**src/rtl/spi_sclk_gen_if.sv**
```systemverilog
// Bundle of SPI serial-clock generator signals shared with the master control FSM.
// master: control FSM side; slave: the clock generator itself.
interface spi_sclk_gen_if #(
    parameter int DIV_W = 8,
    parameter int CNT_W = 5
);
    logic             EnSCLK;
    logic             EnCounter;
    logic [DIV_W-1:0] ClkDiv;
    logic             CPOL;
    logic             CPHA;
    logic             SCLK;
    logic             ShiftEdge;
    logic             SampleEdge;
    logic             WordFlg;
    logic [CNT_W-1:0] BitCnt;
    logic             SclkActive;

    modport master (
        output EnSCLK, EnCounter, ClkDiv, CPOL, CPHA,
        input  SCLK, ShiftEdge, SampleEdge, WordFlg, BitCnt, SclkActive
    );

    modport slave (
        input  EnSCLK, EnCounter, ClkDiv, CPOL, CPHA,
        output SCLK, ShiftEdge, SampleEdge, WordFlg, BitCnt, SclkActive
    );
endinterface

```
**src/rtl/spi_sclk_gen.sv**
```systemverilog
// SPI serial-clock and bit-timing generator: programmable divider, CPOL/CPHA, bit counter.
// Optional feature macro SPI_SCLK_MODES_EN: when undefined the block is fixed to SPI mode 0.
module spi_sclk_gen #(
    parameter int WORD_W = 8,
    parameter int DIV_W  = 8,
    parameter int CNT_W  = 5
) (
    input  logic            clk,
    input  logic            reset,
    spi_sclk_gen_if.slave   bus
);

    typedef enum logic [1:0] {
        IDLE  = 2'd0,
        LEAD  = 2'd1,
        TRAIL = 2'd2
    } state_t;

    localparam logic [CNT_W-1:0] LAST_BIT = CNT_W'(WORD_W - 1);

    state_t           state_r;
    logic [DIV_W-1:0] div_reg_r;
    logic [DIV_W-1:0] div_cnt_r;
    logic             cpol_r;
    logic             cpha_r;
    logic             sclk_r;
    logic             shift_r;
    logic             sample_r;
    logic             word_r;
    logic [CNT_W-1:0] bit_cnt_r;
    logic             active_r;

    logic             cpol_s;
    logic             cpha_s;
    logic             tick_s;
    logic             sample_go_s;
    logic             shift_go_s;

`ifdef SPI_SCLK_MODES_EN
    assign cpol_s = bus.CPOL;
    assign cpha_s = bus.CPHA;
`else
    logic unused_mode_s;
    assign unused_mode_s = bus.CPOL ^ bus.CPHA;
    assign cpol_s        = 1'b0;
    assign cpha_s        = 1'b0;
`endif

    // Edge decode: a tick is suppressed when EnSCLK drops, so an abort never strobes.
    always_comb begin
        tick_s      = 1'b0;
        sample_go_s = 1'b0;
        shift_go_s  = 1'b0;
        if ((state_r != IDLE) && bus.EnSCLK && (div_cnt_r == div_reg_r)) begin
            tick_s = 1'b1;
            if ((state_r == LEAD) != cpha_r) begin
                sample_go_s = 1'b1;
            end else begin
                shift_go_s = 1'b1;
            end
        end else begin
            tick_s      = 1'b0;
            sample_go_s = 1'b0;
            shift_go_s  = 1'b0;
        end
    end

    // Generator FSM, divider, registered SCLK/strobes and bit counter.
    always_ff @(posedge clk or negedge reset) begin
        if (!reset) begin
            state_r   <= IDLE;
            div_reg_r <= {DIV_W{1'b0}};
            div_cnt_r <= {DIV_W{1'b0}};
            cpol_r    <= 1'b0;
            cpha_r    <= 1'b0;
            sclk_r    <= 1'b0;
            shift_r   <= 1'b0;
            sample_r  <= 1'b0;
            word_r    <= 1'b0;
            bit_cnt_r <= {CNT_W{1'b0}};
            active_r  <= 1'b0;
        end else begin
            shift_r  <= shift_go_s;
            sample_r <= sample_go_s;
            word_r   <= 1'b0;

            case (state_r)
                IDLE: begin
                    sclk_r    <= cpol_s;
                    div_cnt_r <= {DIV_W{1'b0}};
                    if (bus.EnSCLK) begin
                        state_r   <= LEAD;
                        div_reg_r <= bus.ClkDiv;
                        cpol_r    <= cpol_s;
                        cpha_r    <= cpha_s;
                        active_r  <= 1'b1;
                    end else begin
                        state_r  <= IDLE;
                        active_r <= 1'b0;
                    end
                end
                LEAD, TRAIL: begin
                    if (!bus.EnSCLK) begin
                        state_r   <= IDLE;
                        active_r  <= 1'b0;
                        sclk_r    <= cpol_s;
                        div_cnt_r <= {DIV_W{1'b0}};
                    end else if (tick_s) begin
                        state_r   <= (state_r == LEAD) ? TRAIL : LEAD;
                        sclk_r    <= ~sclk_r;
                        div_cnt_r <= {DIV_W{1'b0}};
                    end else begin
                        div_cnt_r <= div_cnt_r + DIV_W'(1);
                    end
                end
                default: begin
                    state_r   <= IDLE;
                    active_r  <= 1'b0;
                    sclk_r    <= cpol_s;
                    div_cnt_r <= {DIV_W{1'b0}};
                end
            endcase

            // Counter holds through an abort unless counting is disabled.
            if (!bus.EnCounter) begin
                bit_cnt_r <= {CNT_W{1'b0}};
            end else if (sample_go_s) begin
                if (bit_cnt_r == LAST_BIT) begin
                    bit_cnt_r <= {CNT_W{1'b0}};
                    word_r    <= 1'b1;
                end else begin
                    bit_cnt_r <= bit_cnt_r + CNT_W'(1);
                end
            end else begin
                bit_cnt_r <= bit_cnt_r;
            end
        end
    end

    assign bus.SCLK       = sclk_r;
    assign bus.ShiftEdge  = shift_r;
    assign bus.SampleEdge = sample_r;
    assign bus.WordFlg    = word_r;
    assign bus.BitCnt     = bit_cnt_r;
    assign bus.SclkActive = active_r;

endmodule

```
**src/flat_wrapper.sv**
```systemverilog
// flat-port wrapper written by rule: the top's interface ports become plain ports
module spi_sclk_gen_flat 
#(
    parameter int WORD_W = 8,
    parameter int DIV_W  = 8,
    parameter int CNT_W  = 5
)
  (clk, reset, bus_EnSCLK, bus_EnCounter, bus_ClkDiv, bus_CPOL, bus_CPHA, bus_SCLK, bus_ShiftEdge, bus_SampleEdge, bus_WordFlg, bus_BitCnt, bus_SclkActive);
  spi_sclk_gen_if #(.DIV_W(DIV_W), .CNT_W(CNT_W)) bus_i ();
  input  logic clk;
  input  logic reset;
  input wire logic [$bits(bus_i.EnSCLK)-1:0] bus_EnSCLK;
  input wire logic [$bits(bus_i.EnCounter)-1:0] bus_EnCounter;
  input wire logic [$bits(bus_i.ClkDiv)-1:0] bus_ClkDiv;
  input wire logic [$bits(bus_i.CPOL)-1:0] bus_CPOL;
  input wire logic [$bits(bus_i.CPHA)-1:0] bus_CPHA;
  output wire logic [$bits(bus_i.SCLK)-1:0] bus_SCLK;
  output wire logic [$bits(bus_i.ShiftEdge)-1:0] bus_ShiftEdge;
  output wire logic [$bits(bus_i.SampleEdge)-1:0] bus_SampleEdge;
  output wire logic [$bits(bus_i.WordFlg)-1:0] bus_WordFlg;
  output wire logic [$bits(bus_i.BitCnt)-1:0] bus_BitCnt;
  output wire logic [$bits(bus_i.SclkActive)-1:0] bus_SclkActive;
  assign bus_i.EnSCLK = bus_EnSCLK;
  assign bus_i.EnCounter = bus_EnCounter;
  assign bus_i.ClkDiv = bus_ClkDiv;
  assign bus_i.CPOL = bus_CPOL;
  assign bus_i.CPHA = bus_CPHA;
  assign bus_SCLK = bus_i.SCLK;
  assign bus_ShiftEdge = bus_i.ShiftEdge;
  assign bus_SampleEdge = bus_i.SampleEdge;
  assign bus_WordFlg = bus_i.WordFlg;
  assign bus_BitCnt = bus_i.BitCnt;
  assign bus_SclkActive = bus_i.SclkActive;
  spi_sclk_gen #(.WORD_W(WORD_W), .DIV_W(DIV_W), .CNT_W(CNT_W)) u_core (.clk(clk), .reset(reset), .bus(bus_i));
endmodule
```
**config.mk**
```make
export PLATFORM = sky130hd
export DESIGN_NAME = spi_sclk_gen_flat
export DESIGN_NICKNAME = d
export VERILOG_FILES = /design/src/rtl/spi_sclk_gen_if.sv /design/src/rtl/spi_sclk_gen.sv /design/src/flat_wrapper.sv
export SDC_FILE = /design/constraint.sdc
export NUM_CORES = 1
export LEC_CHECK = 0
export BUFFER_PORTS_ARGS = -buffer_cell sky130_fd_sc_hd__buf_2
export CORE_UTILIZATION = 55
export CTS_CLUSTER_DIAMETER = 200
export DETAILED_ROUTE_END_ITERATION = 12
export GPL_TIMING_DRIVEN = 0
export HOLD_SLACK_MARGIN = 0.03
export PLACE_DENSITY = 0.78
export SLEW_MARGIN = 20
export SYNTH_ARGS = -nofsm -noshare
export SYNTH_HDL_FRONTEND = slang
export SYNTH_SLANG_ARGS = --single-unit
export TNS_END_PERCENT = 100
```
**constraint.sdc**
```tcl
create_clock -name clk -period 5.3 [get_ports clk]
set_input_delay 1.59 -clock clk [delete_from_list [all_inputs] [get_ports clk]]
set_output_delay 1.59 -clock clk [all_outputs]
set_load 0.005 [all_outputs]
```
* Yosys cells after proc, flatten, opt, wreduce, memory -nomap -nowiden
Index checks and enable logic that the tools add are counted.
** Storage, ports and cells
- Flip-flop bits (word level) :: 28
- Input port bits :: 14
- Output and inout port bits :: 10
- Logic and storage cells :: 50
** Operators by class
- Add/subtract/negate cells :: 2
- Eq/ne operators :: 7
- Mux-type cells :: 25
- Bitwise gates (word level) :: 1
- Reductions and logical operators :: 6
** Operators by type and width (number)
- $mux 8 :: 3
- $mux 5 :: 3
- $mux 1 :: 14
- $add 8x1->8 const B :: 1
- $eq 8x8->1 :: 1
- $mux 2 :: 3
- $add 5x1->5 const B :: 1
- $eq 5x3->1 const B :: 1
- $pmux 2 s2 :: 1
- $ne 3x2->1 const B :: 1
- $eq 2x1->1 const B :: 1
- $eq 2x2->1 const B :: 1
- $logic_and 1x1->1 :: 2
- $logic_not 2->1 :: 1
- $ne 2x1->1 const B :: 1
- $ne 2x2->1 const B :: 1
- $pmux 1 s2 :: 1
- $reduce_and 2->1 :: 1
- $reduce_bool 2->1 :: 1
- $reduce_or 2->1 :: 1
- $not 1->1 :: 1

* Longest topological paths before layout
Gate-level depths: netlist of the first run.
- Depth in word-level cells :: 7
- Depth in mapped cells :: 7

* Worst setup path before layout of the first run
Ideal clock, no wire load.
- Path kind :: input to register
- Start point :: input bus_EnSCLK
- End point :: register u_core.bit_cnt_r[0], in the netlist u_core.bus.BitCnt[0]
- Setup time :: 0.123 ns
- Arrival :: 2.566 ns
- Setup slack :: 2.612 ns
- Cell stages on the path :: 5
- Buffers on the path :: 1
- Cell sequence :: and2b_2 -> nand2_1 -> or4_4 -> buf_6 -> mux2i_1
** Between the ends
- Word-level cells in the longest chain between the ends :: 4
** RTL lines
- from (decl) :: line flat_wrapper.sv:12 : input wire logic [$bits(bus_i.EnSCLK)-1:0] bus_EnSCLK;
- $logic_and 1x1->1 (2 in a row) :: line spi_sclk_gen.sv:54 : if ((state_r != IDLE) && bus.EnSCLK && (div_cnt_r == div_reg_r)) begin
- $mux 1 :: line spi_sclk_gen.sv:54
- $ne 2x1->1 (no source line)
- to (signal assigned) :: line spi_sclk_gen.sv:80 : bit_cnt_r <= {CNT_W{1'b0}};
- to (signal assigned) :: line spi_sclk_gen.sv:126 : bit_cnt_r <= {CNT_W{1'b0}};
- to (signal assigned) :: line spi_sclk_gen.sv:129 : bit_cnt_r <= {CNT_W{1'b0}};
- to (decl) :: line spi_sclk_gen.sv:30 : logic [CNT_W-1:0] bit_cnt_r;
Every way passes these cells.
A chain may end at the register's enable or synchronous reset.

* Final worst setup path of the first run
- Start point :: input bus_EnSCLK
- End point :: register u_core.state_r[1]
** Between the ends
- Word-level cells in the longest chain between the ends :: 4
- Elaborated cells between the ends (all ways) :: 6
- Classes of those cells :: eq/ne: 1; mux: 3; reduce/logical: 2
** RTL lines
- $logic_and 1x1->1 (2 in a row) :: line spi_sclk_gen.sv:54
- $mux 1 :: line spi_sclk_gen.sv:54
- $ne 3x2->1 (no source line)
- to (signal assigned) :: line spi_sclk_gen.sv:109 : state_r <= (state_r == LEAD) ? TRAIL : LEAD;
- to (decl) :: line spi_sclk_gen.sv:21 : state_t state_r;
Several ways; a longest one is shown, not always the timed one.

==> results of run 1 <==
[layout by cell type (no fill, tap or decap), types with 2 or more instances in the layout]
cell type,n
dfrtp_1,28
buf_2,20
nand2_1,12
nor2_1,9
mux2_2,8
mux2i_1,7
inv_1,6
xnor2_1,6
nand3_1,6
xor2_1,5
ha_1,5
nand4_1,4
nor4_1,4
clkbuf_4,3
xnor2_2,2
and3_1,2
o31ai_1,2
or2_2,2
nand3b_1,2
or4_1,2
a21oi_1,2
nand2b_1,2
[area by class of cell]
class | instances | area (um^2) | share of cell area [%]
inverter | 6 | 22.5 | 1.37
tap | 30 | 37.5 | 2.29
multi-input combinational | 92 | 713 | 43.4
clock inverter | 1 | 30.0 | 1.83
timing repair buffer | 20 | 100 | 6.10
sequential | 28 | 701 | 42.7
clock buffer | 3 | 22.5 | 1.37
buffer | 2 | 15.0 | 0.915
[critical path: stages]
cell	delay, ps
buf_2	130
and2b_2	170
nand2_1	160
o31ai_2	680
mux2i_1	260
[per-stage QoR]
| stage | instance area [um^2] | utilization (%) | power (mW) | setup WS [ps] | cells |
|---|---|---|---|---|---|
| 3_5_place_dp | 1590 | 64.1 | 0.574 | 2250 | 178 |
| 3_3_place_gp | 1590 | 64.1 | 0.558 | 2320 | 178 |
| 6_report | 1640 | 66.3 | 0.708 | 2590 | 182 |
| 5_1_grt | 1640 | 66.3 | 0.750 | 2480 | 182 |
| 2_1_floorplan | 1450 | - | 0.509 | 2610 | 128 |
| 4_1_cts | 1640 | 66.3 | 0.713 | 2590 | 182 |
[metal layers]
metal	vias up	share of wire [%]	GRT usage, %
li1	492	-	-
met1	499	44	26.3
met2	23	51	35.6
met3	9	2.7	3.45
met4	0	2.5	9.65
met5	-	0	0
[registers in the layout, indices dropped and copies added (netlist names)]
register               cells
u_core.div_reg_r           8
u_core.bus.SampleEdge      1
u_core.bus.SCLK            1
u_core.div_cnt_r           8
u_core.bus.ShiftEdge       1
u_core.bus.BitCnt          5
u_core.state_r             2
u_core.bus.WordFlg         1
u_core.bus.SclkActive      1
[cells by family after synthesis]
logic type | synth area share, %
compound gates | 3.53
xor+xnor | 10.8
fa+ha+maj | 4.31
buf+inv | 2.59
flops | 48.3
mux | 11.0
simple gates | 19.5
[report_power, final]
part | internal [mW] | switching, mW
Combinational | 0.124 | 0.136
Sequential | 0.261 | 0.0466
Clock | 0.0765 | 0.0642
Total | 0.461 | 0.247
[worst max path at each step]
| stage | from | slack [ps] | to |
|---|---|---|---|
| after detailed placement | bus_EnSCLK | 2250 | u_core.state_r[1]$_DFFE_PN0P_ |
| after global routing | bus_EnSCLK | 2480 | u_core.state_r[1]$_DFFE_PN0P_ |
| final | bus_EnSCLK | 2590 | u_core.state_r[1]$_DFFE_PN0P_ |
| after CTS | bus_EnSCLK | 2590 | u_core.state_r[1]$_DFFE_PN0P_ |
| after floorplan | bus_EnSCLK | 2610 | u_core.bus.BitCnt[0]$_DFFE_PN0P_ |
| after global placement | bus_EnSCLK | 2320 | u_core.state_r[1]$_DFFE_PN0P_ |
==> metrics.txt, run 1 <==
drt total wl 2550 um; Nets 172; Routed Antenna Nets 0; top-area cell type share of the netlist area 48.3%; GP Congestion 0.739; Yosys top cell by area dfrtp_1; largest net degree at the start of global routing 29; Seq cells post-synth 28; Max VDD drop 0.326 mV; # fillers 205; drt drc 0; r2r setup slk 3210 ps; Post-synth EDFFs 0; worst r2r path cells 6; status finished clean; Clock transition at path regs 150 ps; first-pass GRT wire length 4260 um; Area Growth Syn to Fin 13.1%; max_slew headroom 51.1%; CTS buffer count 3; Max Cap Viol 0; post-layout min period 2710 ps; vias in the first global route 994; post-cts repair resize count 0; kind of end point of the critical path flip-flop; ys flop type dfrtp_1; Fmax 0.369 GHz; I/O Buffers 20; Reg2Reg Capture Point u_core.state_r[1]$_DFFE_PN0P_; post-synthesis cell type count 32; power per cell area 431 mW/mm^2; Leak 0.771 nW; Core ar. 0.00248 mm^2; initial DRC count 25; share of cells above drive strength 1 28.3%; Arrival @ worst endpoint 2980 ps; die height 53.4 um; Mean Syn Cell Area 11.3 um^2; hold_buf cts 0; WHS Endpoint u_core.div_reg_r[3]$_DFFE_PN0P_; WHS Path Cells 1; drt pass-1 iters 4; crit share post-route 51.1%; sequential area share after synthesis 48.3%; Synth Warn # 0; All-Layer GR Usage 21.2%; # diodes 0; Die W 53.4 um; clock sinks 28; cell with the most instances after synthesis dfrtp_1; Synth Instances 128; worst clock skew 1.96 ps; Mapped Area 0.00145 mm^2; RSZ-0062 raised after global routing false; synth cell count leaders 28 x dfrtp_1, 12 x nand2_1, 9 x nor2_1, 8 x mux2_2, 7 x mux2i_1; Detailed Place HPWL 1950 um; drt via density 5.62; RR Startpoint u_core.state_r[0]$_DFFE_PN0P_; Hold Path Class flip-flop to flip-flop; Worst Tran Pin Value 729 ps; clk_lat worst skew 330 ps; initial antenna violation count 0; Crit Path Class input port to flip-flop; CTS max path bufs 2; routed len/inst 14.0 um; # rows 18; DR vias 1023; setup bufs post-CTS 0; Final TNS setup 0 ps; die area 0.00285 mm^2; fin. max-slew vios 0; final hold slack 548 ps; Setup-failing EPs final 0; H-tree depth 1; crit path max fanout 9; num ports 24; Critical Path RT 5570 ps; Remaining Overflow, GRT 0; Initial Util 58.6%; TritonCTS clock tree done; crit path launch type input port; async set-reset flop share out of synthesis 100%; syn_nets 147; Hold Crit Start u_core.div_reg_r[3]$_DFFE_PN0P_; Clk Tree Root Cell clkbuf_4; synth top area cells dfrtp_1 48%, mux2_2 6.2%, mux2i_1 4.8%; final hold violations 0
Power figures use the tool's default switching activity.
==> run 2: changes to the inputs <==
Settings changed: CORE_UTILIZATION 55 to 49, PLACE_DENSITY 0.78 to 0.74.
Clock period 5.3 ns to 2.4 ns, I/O delays scaled along.
==> metrics.txt, run 2 (synthesis results as in run 1) <==
status finished clean (unchanged); post-layout util 58.5% (was 66.3%); Area Growth Syn to Fin 12.1% (was 13.1%); most common cell after layout, fill and taps aside dfrtp_1 (unchanged); most frequent cells in the layout 28 x dfrtp_1, 20 x buf_2, 12 x nand2_1 (unchanged); initial antenna violation count 0 (unchanged); Remaining Overflow, GRT 0 (unchanged); die area 0.00318 mm^2 (was 0.00285 mm^2); # diodes 0 (unchanged); worst slack, placed 218 ps (was 2250 ps); r2r setup slk 300 ps (was 3210 ps); Setup-failing EPs final 0 (unchanged); Initial Util 52.2% (was 58.6%); Clock transition at path regs 150 ps (about the same); crit share post-route 87.3%; All-Layer GR Usage 17.2% (was 21.2%); power per cell area 904 mW/mm^2 (was 431 mW/mm^2); GP Congestion 0.734 (was 0.739); crit path max fanout 9 (unchanged); worst setup margin 304 ps (was 2590 ps); drt total wl 2430 um (was 2550 um); TritonCTS clock tree done (unchanged); CTS buffer count 3 (unchanged); Core ar. 0.00278 mm^2 (was 0.00248 mm^2); DR vias 990 (was 1023); hold_buf cts 0 (unchanged); initial DRC count 25 (unchanged); Max Cap Viol 0 (unchanged); Critical Path RT 2660 ps (was 5570 ps); kind of end point of the critical path flip-flop (unchanged); Worst Tran Pin Value 720 ps (was 729 ps); Max VDD drop 0.686 mV (was 0.326 mV); drt drc 0 (unchanged); worst r2r path cells 6 (unchanged); FF+latch area 701 um^2 (unchanged); clock sinks 28 (unchanged); RR Startpoint u_core.state_r[0]$_DFFE_PN0P_ (unchanged); share of cells above drive strength 1 28.3% (unchanged); Nets 172 (unchanged); setup bufs post-CTS 0 (unchanged); drt via density 5.41 (was 5.62); num ports 24 (unchanged); Clk Tree Root Cell clkbuf_4 (unchanged); H-tree depth 1 (unchanged); crit path launch type flip-flop (was input port); vias in the first global route 951 (was 994); Die W 56.4 um (was 53.4 um); Crit Path Class flip-flop to flip-flop (was input port to flip-flop); routed len/inst 13.3 um (was 14.0 um); Hold Path Class input port to async pin (was flip-flop to flip-flop); worst clock skew 3.84 ps (was 1.96 ps); I/O Buffers 20 (unchanged); post-layout min period 2100 ps; # fillers 234 (was 205); Leak 0.764 nW (was 0.771 nW); post-cts repair resize count 0 (unchanged); max_slew headroom 51.7% (was 51.1%); area of the multi-input gates 713 um^2 (unchanged); RSZ-0062 raised after global routing false (unchanged); Routed Antenna Nets 0 (unchanged); Final TNS setup 0 ps (unchanged); clk_lat worst skew 330 ps (about the same); final hold violations 0 (unchanged); CTS max path bufs 2 (unchanged); Fmax 0.477 GHz; # rows 19 (was 18); first-pass GRT wire length 4280 um (was 4260 um); die height 56.4 um (was 53.4 um); fin. max-slew vios 0 (unchanged); Reg2Reg Capture Point u_core.state_r[1]$_DFFE_PN0P_ (unchanged); Arrival @ worst endpoint 2360 ps (was 2980 ps); drt pass-1 iters 4 (unchanged); Detailed Place HPWL 1840 um (was 1950 um); largest net degree at the start of global routing 29 (unchanged)
==> run 2: cell types whose count changed in the layout (fill, tap and decap cells not counted), sizes merged <==
cell | previous run | this run
bufinv | 1 | 0
clkbuf | 4 | 5
==> run 2: area by class of cell <==
class | instances | area share, %
plain buffers | 2 | 0.923
clock buffers | 4 | 2.23
inverters | 6 | 1.38
multi-input cells | 92 | 43.8
flip-flops and latches | 28 | 43.1
well taps | 31 | 2.38
repair buffers | 20 | 6.15
==> run 2: stage by stage <==
step	area (um^2)	instances	total power [mW]	hold slack (ps)
finish	1630	183	1.47	374
floorplan	1450	128	1.12	424
CTS	1630	183	1.49	390
global placement	1590	179	1.23	513
detailed placement	1590	179	1.25	525
global route	1630	183	1.57	418
==> run 2: metal layers <==
| metal | GRT usage, % | part of all wire, % | vias to the layer above |
|---|---|---|---|
| met5 | 0 | 0 | - |
| met4 | 6.62 | 0 | 0 |
| met3 | 2.76 | 2.2 | 0 |
| met2 | 27.2 | 49 | 15 |
| met1 | 23.8 | 49 | 478 |
| li1 | - | - | 497 |
==> run 2: worst max-delay path: stages, from the launching register on <==
cell and delay, ps:
dfrtp_1 410, inv_1 70, ha_1 220, and2b_2 230, nand2_1 150, o31ai_2 670
mux2i_1 270
==> run 2: worst max-delay path by stage <==
stage / start / endpoint / slack, ps / cells after the start
floorplan: bus_EnSCLK / u_core.bus.BitCnt[0]$_DFFE_PN0P_ / 580 / 5
global placement: bus_EnSCLK / u_core.state_r[1]$_DFFE_PN0P_ / 240 / 5
detailed placement: bus_EnSCLK / u_core.state_r[1]$_DFFE_PN0P_ / 220 / 5
CTS: u_core.state_r[0]$_DFFE_PN0P_ / u_core.state_r[1]$_DFFE_PN0P_ / 290 / 6
global route: u_core.state_r[0]$_DFFE_PN0P_ / u_core.state_r[1]$_DFFE_PN0P_ / 120 / 6
finish: u_core.state_r[0]$_DFFE_PN0P_ / u_core.state_r[1]$_DFFE_PN0P_ / 300 / 6
==> run 2: where the power goes <==
group / leakage [nW] / internal (mW) / switching (mW) / total (mW)
sequential: 0.369 / 0.576 / 0.101 / 0.677
combinational: 0.373 / 0.272 / 0.290 / 0.562
clock: 0.0210 / 0.0929 / 0.139 / 0.232
